==> src/rtl/cymometer_pkg.sv <==
// Shared types and helpers for the multi-channel reciprocal frequency meter.
package cymometer_pkg;

  typedef enum logic [1:0] {
    ChIdle = 2'd0,
    ChArm  = 2'd1,
    ChMeas = 2'd2
  } chan_state_e;

  localparam int unsigned DefaultCntW = 32;

  // LSB of channel idx inside a packed per-channel output bus.
  function automatic int slice_lsb(int idx, int width);
    return idx * width;
  endfunction

endpackage

==> src/rtl/cymometer_chan.sv <==
// One measurement channel: fx synchroniser, edge detect, gate-aligned FSM,
// saturating fs/fx counters and sticky result registers.
module cymometer_chan
  import cymometer_pkg::*;
#(
  parameter int unsigned CNT_W = DefaultCntW
) (
  input  logic             i_sys_clk,
  input  logic             i_rst_n,
  input  logic             i_en,
  input  logic             i_gstart,
  input  logic             i_sgate,
  input  logic             i_clk_fx,
  input  logic             i_rd_ack,
  output logic [CNT_W-1:0] o_fs_cnt,
  output logic [CNT_W-1:0] o_fx_cnt,
  output logic             o_res_valid,
  output logic             o_res_timeout,
  output logic             o_res_ovf,
  output logic             o_busy
);

  localparam logic [CNT_W-1:0] CntMax = '1;

  logic [2:0]       r_sync;
  logic             w_edge;
  chan_state_e      r_state, w_state_next;
  logic [CNT_W-1:0] r_fs, r_fx, w_fs_next, w_fx_next;
  logic             r_sat, w_sat_next;
  logic             w_latch, w_timeout;
  logic [CNT_W-1:0] w_fs_close, w_fx_close;
  logic             w_ovf_close;
  logic [CNT_W-1:0] r_fs_res, r_fx_res;
  logic             r_valid, r_timeout, r_ovf;

  // Two synchroniser stages plus one history stage for the rising-edge detect.
  assign w_edge = r_sync[1] & ~r_sync[2];

  // The closing edge's own period is included, saturating at CntMax.
  assign w_fs_close  = (r_fs == CntMax) ? CntMax : r_fs + 1'b1;
  assign w_fx_close  = (r_fx == CntMax) ? CntMax : r_fx + 1'b1;
  assign w_ovf_close = r_sat | (r_fs == CntMax) | (r_fx == CntMax);

  always_comb begin
    w_state_next = r_state;
    w_fs_next    = r_fs;
    w_fx_next    = r_fx;
    w_sat_next   = r_sat;
    w_latch      = 1'b0;
    w_timeout    = 1'b0;
    if (!i_en) begin
      w_state_next = ChIdle;
    end else begin
      unique case (r_state)
        ChIdle: begin
          if (i_gstart) w_state_next = ChArm;
        end
        ChArm: begin
          if (i_gstart) begin
            w_timeout = 1'b1;
          end else if (w_edge) begin
            w_state_next = ChMeas;
            w_fs_next    = '0;
            w_fx_next    = '0;
            w_sat_next   = 1'b0;
          end
        end
        ChMeas: begin
          if (i_gstart) begin
            w_timeout    = 1'b1;
            w_state_next = ChArm;
          end else if (w_edge && !i_sgate) begin
            w_latch      = 1'b1;
            w_state_next = ChIdle;
          end else begin
            w_fs_next  = (r_fs == CntMax) ? r_fs : r_fs + 1'b1;
            w_sat_next = r_sat | (r_fs == CntMax);
            if (w_edge) begin
              w_fx_next = (r_fx == CntMax) ? r_fx : r_fx + 1'b1;
              if (r_fx == CntMax) w_sat_next = 1'b1;
            end
          end
        end
        default: w_state_next = ChIdle;
      endcase
    end
  end

  always_ff @(posedge i_sys_clk or negedge i_rst_n) begin
    if (!i_rst_n) begin
      r_sync  <= '0;
      r_state <= ChIdle;
      r_fs    <= '0;
      r_fx    <= '0;
      r_sat   <= 1'b0;
    end else begin
      r_sync  <= {r_sync[1:0], i_clk_fx};
      r_state <= w_state_next;
      r_fs    <= w_fs_next;
      r_fx    <= w_fx_next;
      r_sat   <= w_sat_next;
    end
  end

  always_ff @(posedge i_sys_clk or negedge i_rst_n) begin
    if (!i_rst_n) begin
      r_fs_res  <= '0;
      r_fx_res  <= '0;
      r_valid   <= 1'b0;
      r_timeout <= 1'b0;
      r_ovf     <= 1'b0;
    end else begin
      if (w_latch) begin
        r_fs_res  <= w_fs_close;
        r_fx_res  <= w_fx_close;
        r_timeout <= 1'b0;
        r_ovf     <= w_ovf_close;
      end else if (w_timeout) begin
        r_fs_res  <= '0;
        r_fx_res  <= '0;
        r_timeout <= 1'b1;
        r_ovf     <= 1'b0;
      end
      // A new result beats a coincident acknowledge.
      if (w_latch || w_timeout) r_valid <= 1'b1;
      else if (i_rd_ack)        r_valid <= 1'b0;
    end
  end

  assign o_fs_cnt      = r_fs_res;
  assign o_fx_cnt      = r_fx_res;
  assign o_res_valid   = r_valid;
  assign o_res_timeout = r_timeout;
  assign o_res_ovf     = r_ovf;
  assign o_busy        = (r_state != ChIdle);

endmodule

==> src/rtl/cymometer_mc.sv <==
// Multi-channel reciprocal frequency meter: shared soft gate driving CH
// independent measurement channels.
module cymometer_mc
  import cymometer_pkg::*;
#(
  parameter int unsigned CH       = 4,
  parameter int unsigned CNT_W    = DefaultCntW,
  parameter int unsigned GATE_CYC = 50_000_000,
  parameter int unsigned GAP_CYC  = 1_000
) (
  input  logic                  i_sys_clk,
  input  logic                  i_rst_n,
  input  logic                  i_en,
  input  logic [CH-1:0]         i_clk_fx,
  input  logic [CH-1:0]         i_rd_ack,
  output logic [CH*CNT_W-1:0]   o_fs_cnt_out,
  output logic [CH*CNT_W-1:0]   o_fx_cnt_out,
  output logic [CH-1:0]         o_res_valid,
  output logic [CH-1:0]         o_res_timeout,
  output logic [CH-1:0]         o_res_ovf,
  output logic [CH-1:0]         o_busy
);

  localparam int unsigned FrameCyc = GATE_CYC + GAP_CYC;
  localparam int unsigned GcntW    = $clog2(FrameCyc);
  localparam logic [GcntW-1:0] GcntLast = GcntW'(FrameCyc - 1);
  localparam logic [GcntW-1:0] GateEnd  = GcntW'(GATE_CYC);

  logic [GcntW-1:0] r_gcnt;
  logic             w_sgate;
  logic             w_gstart;

  assign w_sgate  = (r_gcnt < GateEnd);
  assign w_gstart = i_en && (r_gcnt == '0);

  always_ff @(posedge i_sys_clk or negedge i_rst_n) begin
    if (!i_rst_n)                r_gcnt <= '0;
    else if (!i_en)              r_gcnt <= '0;
    else if (r_gcnt == GcntLast) r_gcnt <= '0;
    else                         r_gcnt <= r_gcnt + 1'b1;
  end

  for (genvar gi = 0; gi < CH; gi++) begin : g_chan
    localparam int Lsb = slice_lsb(gi, CNT_W);
    cymometer_chan #(
      .CNT_W(CNT_W)
    ) u_chan (
      .i_sys_clk     (i_sys_clk),
      .i_rst_n       (i_rst_n),
      .i_en          (i_en),
      .i_gstart      (w_gstart),
      .i_sgate       (w_sgate),
      .i_clk_fx      (i_clk_fx[gi]),
      .i_rd_ack      (i_rd_ack[gi]),
      .o_fs_cnt      (o_fs_cnt_out[Lsb +: CNT_W]),
      .o_fx_cnt      (o_fx_cnt_out[Lsb +: CNT_W]),
      .o_res_valid   (o_res_valid[gi]),
      .o_res_timeout (o_res_timeout[gi]),
      .o_res_ovf     (o_res_ovf[gi]),
      .o_busy        (o_busy[gi])
    );
  end

endmodule

==> config.mk <==
export PLATFORM = sky130hd
export DESIGN_NAME = cymometer_mc
export DESIGN_NICKNAME = d
export VERILOG_FILES = /design/src/rtl/cymometer_pkg.sv /design/src/rtl/cymometer_chan.sv /design/src/rtl/cymometer_mc.sv
export SDC_FILE = /design/constraint.sdc
export NUM_CORES = 1
export LEC_CHECK = 0
export CORE_MARGIN = 1
export CORE_UTILIZATION = 50
export DETAILED_ROUTE_END_ITERATION = 10
export PLACE_DENSITY = 0.73
export SLEW_MARGIN = 25
export SYNTH_ARGS = -nofsm -noshare
export SYNTH_HDL_FRONTEND = slang
export SYNTH_HIERARCHICAL = 1
export SYNTH_SLANG_ARGS = --single-unit
==> constraint.sdc <==
create_clock -name i_sys_clk -period 10.1 [get_ports i_sys_clk]
set_input_delay 2.02 -clock i_sys_clk [delete_from_list [all_inputs] [get_ports i_sys_clk]]
set_output_delay 2.02 -clock i_sys_clk [all_outputs]
set_load 0.02 [all_outputs]
==> reports/qor.csv <==
metric,value,unit
status,"complete, no violations",
postCtsSetupRepairBufs,0,
final_layout_size_suffix_gt1_share,7.93,%
worstHoldStart,g_chan[1].u_chan/r_sync[0],
seq_area_frac_synth,46.2,%
crit_family,simple AND/OR/NAND/NOR gates,
fillers,5188,
hold_viol_final,0,
ctsHoldBuffers,0,
start_kind,input port,
setup_slack,4.75,ns
ant_nets,0,
row_count,91,
gr-total-overflow,0,
netlist_area,31100,um2
grt_pass1_wl,138000,um
required,10.59,ns
yosysUniqueCellTypes,86,
synth_warnings,6,
grt_setup_unrepaired,false,
critPathArrivalTime,5.84,ns
hp-class,flip-flop to flip-flop,
startpoint,i_en,
post_drt_wl_per_cell,20.3,um
vias,26800,
cts_buffer_depth,3,
root_buffer,clkbuf_16,
p_leak,15.8,nW
synth_edf_count,0,
die_area,63100,um2
maxCapViolations,0,
final_common_cell,dfrtp_1,
fin_hold_ws,0.349,ns
clock-sinks,574,
powerDensity,148,nW/um2
ys_async_sr_fraction,100,%
place_hpwl,57300,um
report.final.setup_viol,0,
cts_resized,0,
critPathSlowestCell,nor3_2,
irDropWorstVdd,141,uV
cts_max_level,2,
initial_core_util,50.4,%
dp_slack,4.20,ns
crit_chain,"clkdlybuf4s50_1, buf_4, inv_1, nor4_1, nand4_1, nor3_2, buf_4, nand3b_1, a211o_1, nor2_1, a221o_1",
pin_count,283,
drc,0,
min_period,5.35,ns
grt_antenna_before_repair,0,
drv_slew,0,
critical_path_class,input port to flip-flop,
grt_max_degree,186,
grt_pass1_vias,26000,
ys_seq_elements,574,
setup.worst_path.end_class,flip-flop,
io_buffers,282,
clock_latency,0.63,ns
utilization,58.6,%
synth_nets,3274,
cts_tree,done,
clk_pin_slew,0.06,ns
drtIter0Drc,2616,
clock_skew,0.0313,ns
dieHeight,251,um
crit_top_cell,buf_4,
syn_avg_cell_area,9.61,um2
cp_max_fo,26,
fin_nets,3390,
drt_pass1_iterations,5,
slew_headroom,23.2,%
post_drt_via_cell_ratio,6.34,
worst_pin_slew,1.15,ns
numCtsBuffers,61,
min_period_over_period,53.0,%
mostFrequentLayoutCells,"574 x dfrtp_1, 473 x a21oi_1, 281 x clkdlybuf4s50_1, 169 x nand3_1, 160 x nand2_1",
insertedDiodeCount,0,
fin_tns_setup,0,ns
die_x,251,um
cp_num_buf_inv,4,
rr_startpoint,r_gcnt[8],
synthFlopType,dfrtp_1,
area.growth.synth_to_final,16.2,%
wl,85700,um
core_area,61600,um2
grt_usage,26.6,%
synthCells,3233,
clock.fmax,187,MHz
fin_total_pwr,5.35,mW
max_stage_delay,0.77,ns
gp_congestion,0.907,
## cell families (layout without fill, tap and decap cells)
logic type | Yosys count | in the layout | synth area share [%]
AO/OA/AOI/OAI | 980 | 980 | 20.4
multiplexers | 13 | 13 | 0.447
adder cells (fa/ha/maj) | 30 | 30 | 1.21
flip-flops | 574 | 574 | 46.2
AND/OR/NAND/NOR | 1148 | 1148 | 21.8
XOR/XNOR | 185 | 185 | 5.21
buffers and inverters | 303 | 464 | 4.72
## report_power, final
group | switching (mW) | internal (mW)
sequential | 0.0909 | 2.35
clock | 0.934 | 1.39
combinational | 0.399 | 0.180
## cells in the mapped netlist, types with 34 or more instances
master,number,area [um2]
clkbuf_1,157,589
dfrtp_1,574,14400
and4_1,61,534
a21o_1,46,345
and3_1,114,713
nor2_1,126,473
a221o_1,41,410
buf_2,54,270
xor2_1,100,876
nand4_1,100,626
xnor2_1,85,744
nand2_1,160,601
or3_1,38,238
nor4_1,34,213
o2bb2ai_1,56,490
nor3_1,116,581
a31oi_1,79,494
or4_1,38,285
inv_1,46,173
nand3_1,173,866
a21oi_1,473,2370
o21ai_0,81,405
a211o_1,70,613
## sequential cells by signal, indices dropped and copies added, names as in the netlist
signal and flops:
g_chan.u_chan/o_fs_cnt 128, g_chan.u_chan/o_fx_cnt 128, g_chan.u_chan/r_fs 128, g_chan.u_chan/r_fx 128
r_gcnt 26, g_chan.u_chan/r_sync 12, g_chan.u_chan/r_state 8, g_chan.u_chan/o_res_ovf 4
g_chan.u_chan/o_res_timeout 4, g_chan.u_chan/o_res_valid 4, g_chan.u_chan/r_sat 4
## metal layers
metal	track usage, %	vias to the layer above	wire length (um)
li1	-	12300	-
met1	36.4	13400	37100
met2	42.5	903	40500
met3	4.00	158	5210
met4	10.2	0	2950
met5	0	-	0
## path summary, 6_finish.rpt
| kind | to | slack, ns | cells after the start |
|---|---|---|---|
| hold / removal | g_chan[1].u_chan/r_sync[1] | 0.35 | 0 |
| hold reg to reg | g_chan[1].u_chan/r_sync[1] | 0.35 | 0 |
| max in group asynchronous | g_chan[3].u_chan/r_fx[22] | 6.53 | 4 |
| setup / recovery | g_chan[0].u_chan/r_fs[16] | 4.75 | 11 |
| setup reg to reg | g_chan[1].u_chan/r_fx[14] | 5.98 | 10 |
| min in group asynchronous | g_chan[1].u_chan/o_fs_cnt[16] | 1.37 | 1 |
## per-stage QoR
stage	std cells	area (um2)
floorplan	3233	31100
global placement	4122	33900
detailed placement	4122	34000
CTS	4230	36000
global route	4231	36100
finish	4231	36100
## area by class of cell
cell class / instances / area [um2] / area share [%]
Multi-Input combinational cell: 2356 / 15300 / 42.5
Sequential cell: 574 / 14400 / 39.8
Timing Repair Buffer: 310 / 3090 / 8.55
Clock buffer: 90 / 1820 / 5.03
Tap cell: 837 / 1050 / 2.90
Clock inverter: 18 / 264 / 0.731
Inverter: 46 / 173 / 0.478
Note: power is estimated with default switching activity, not from simulation.
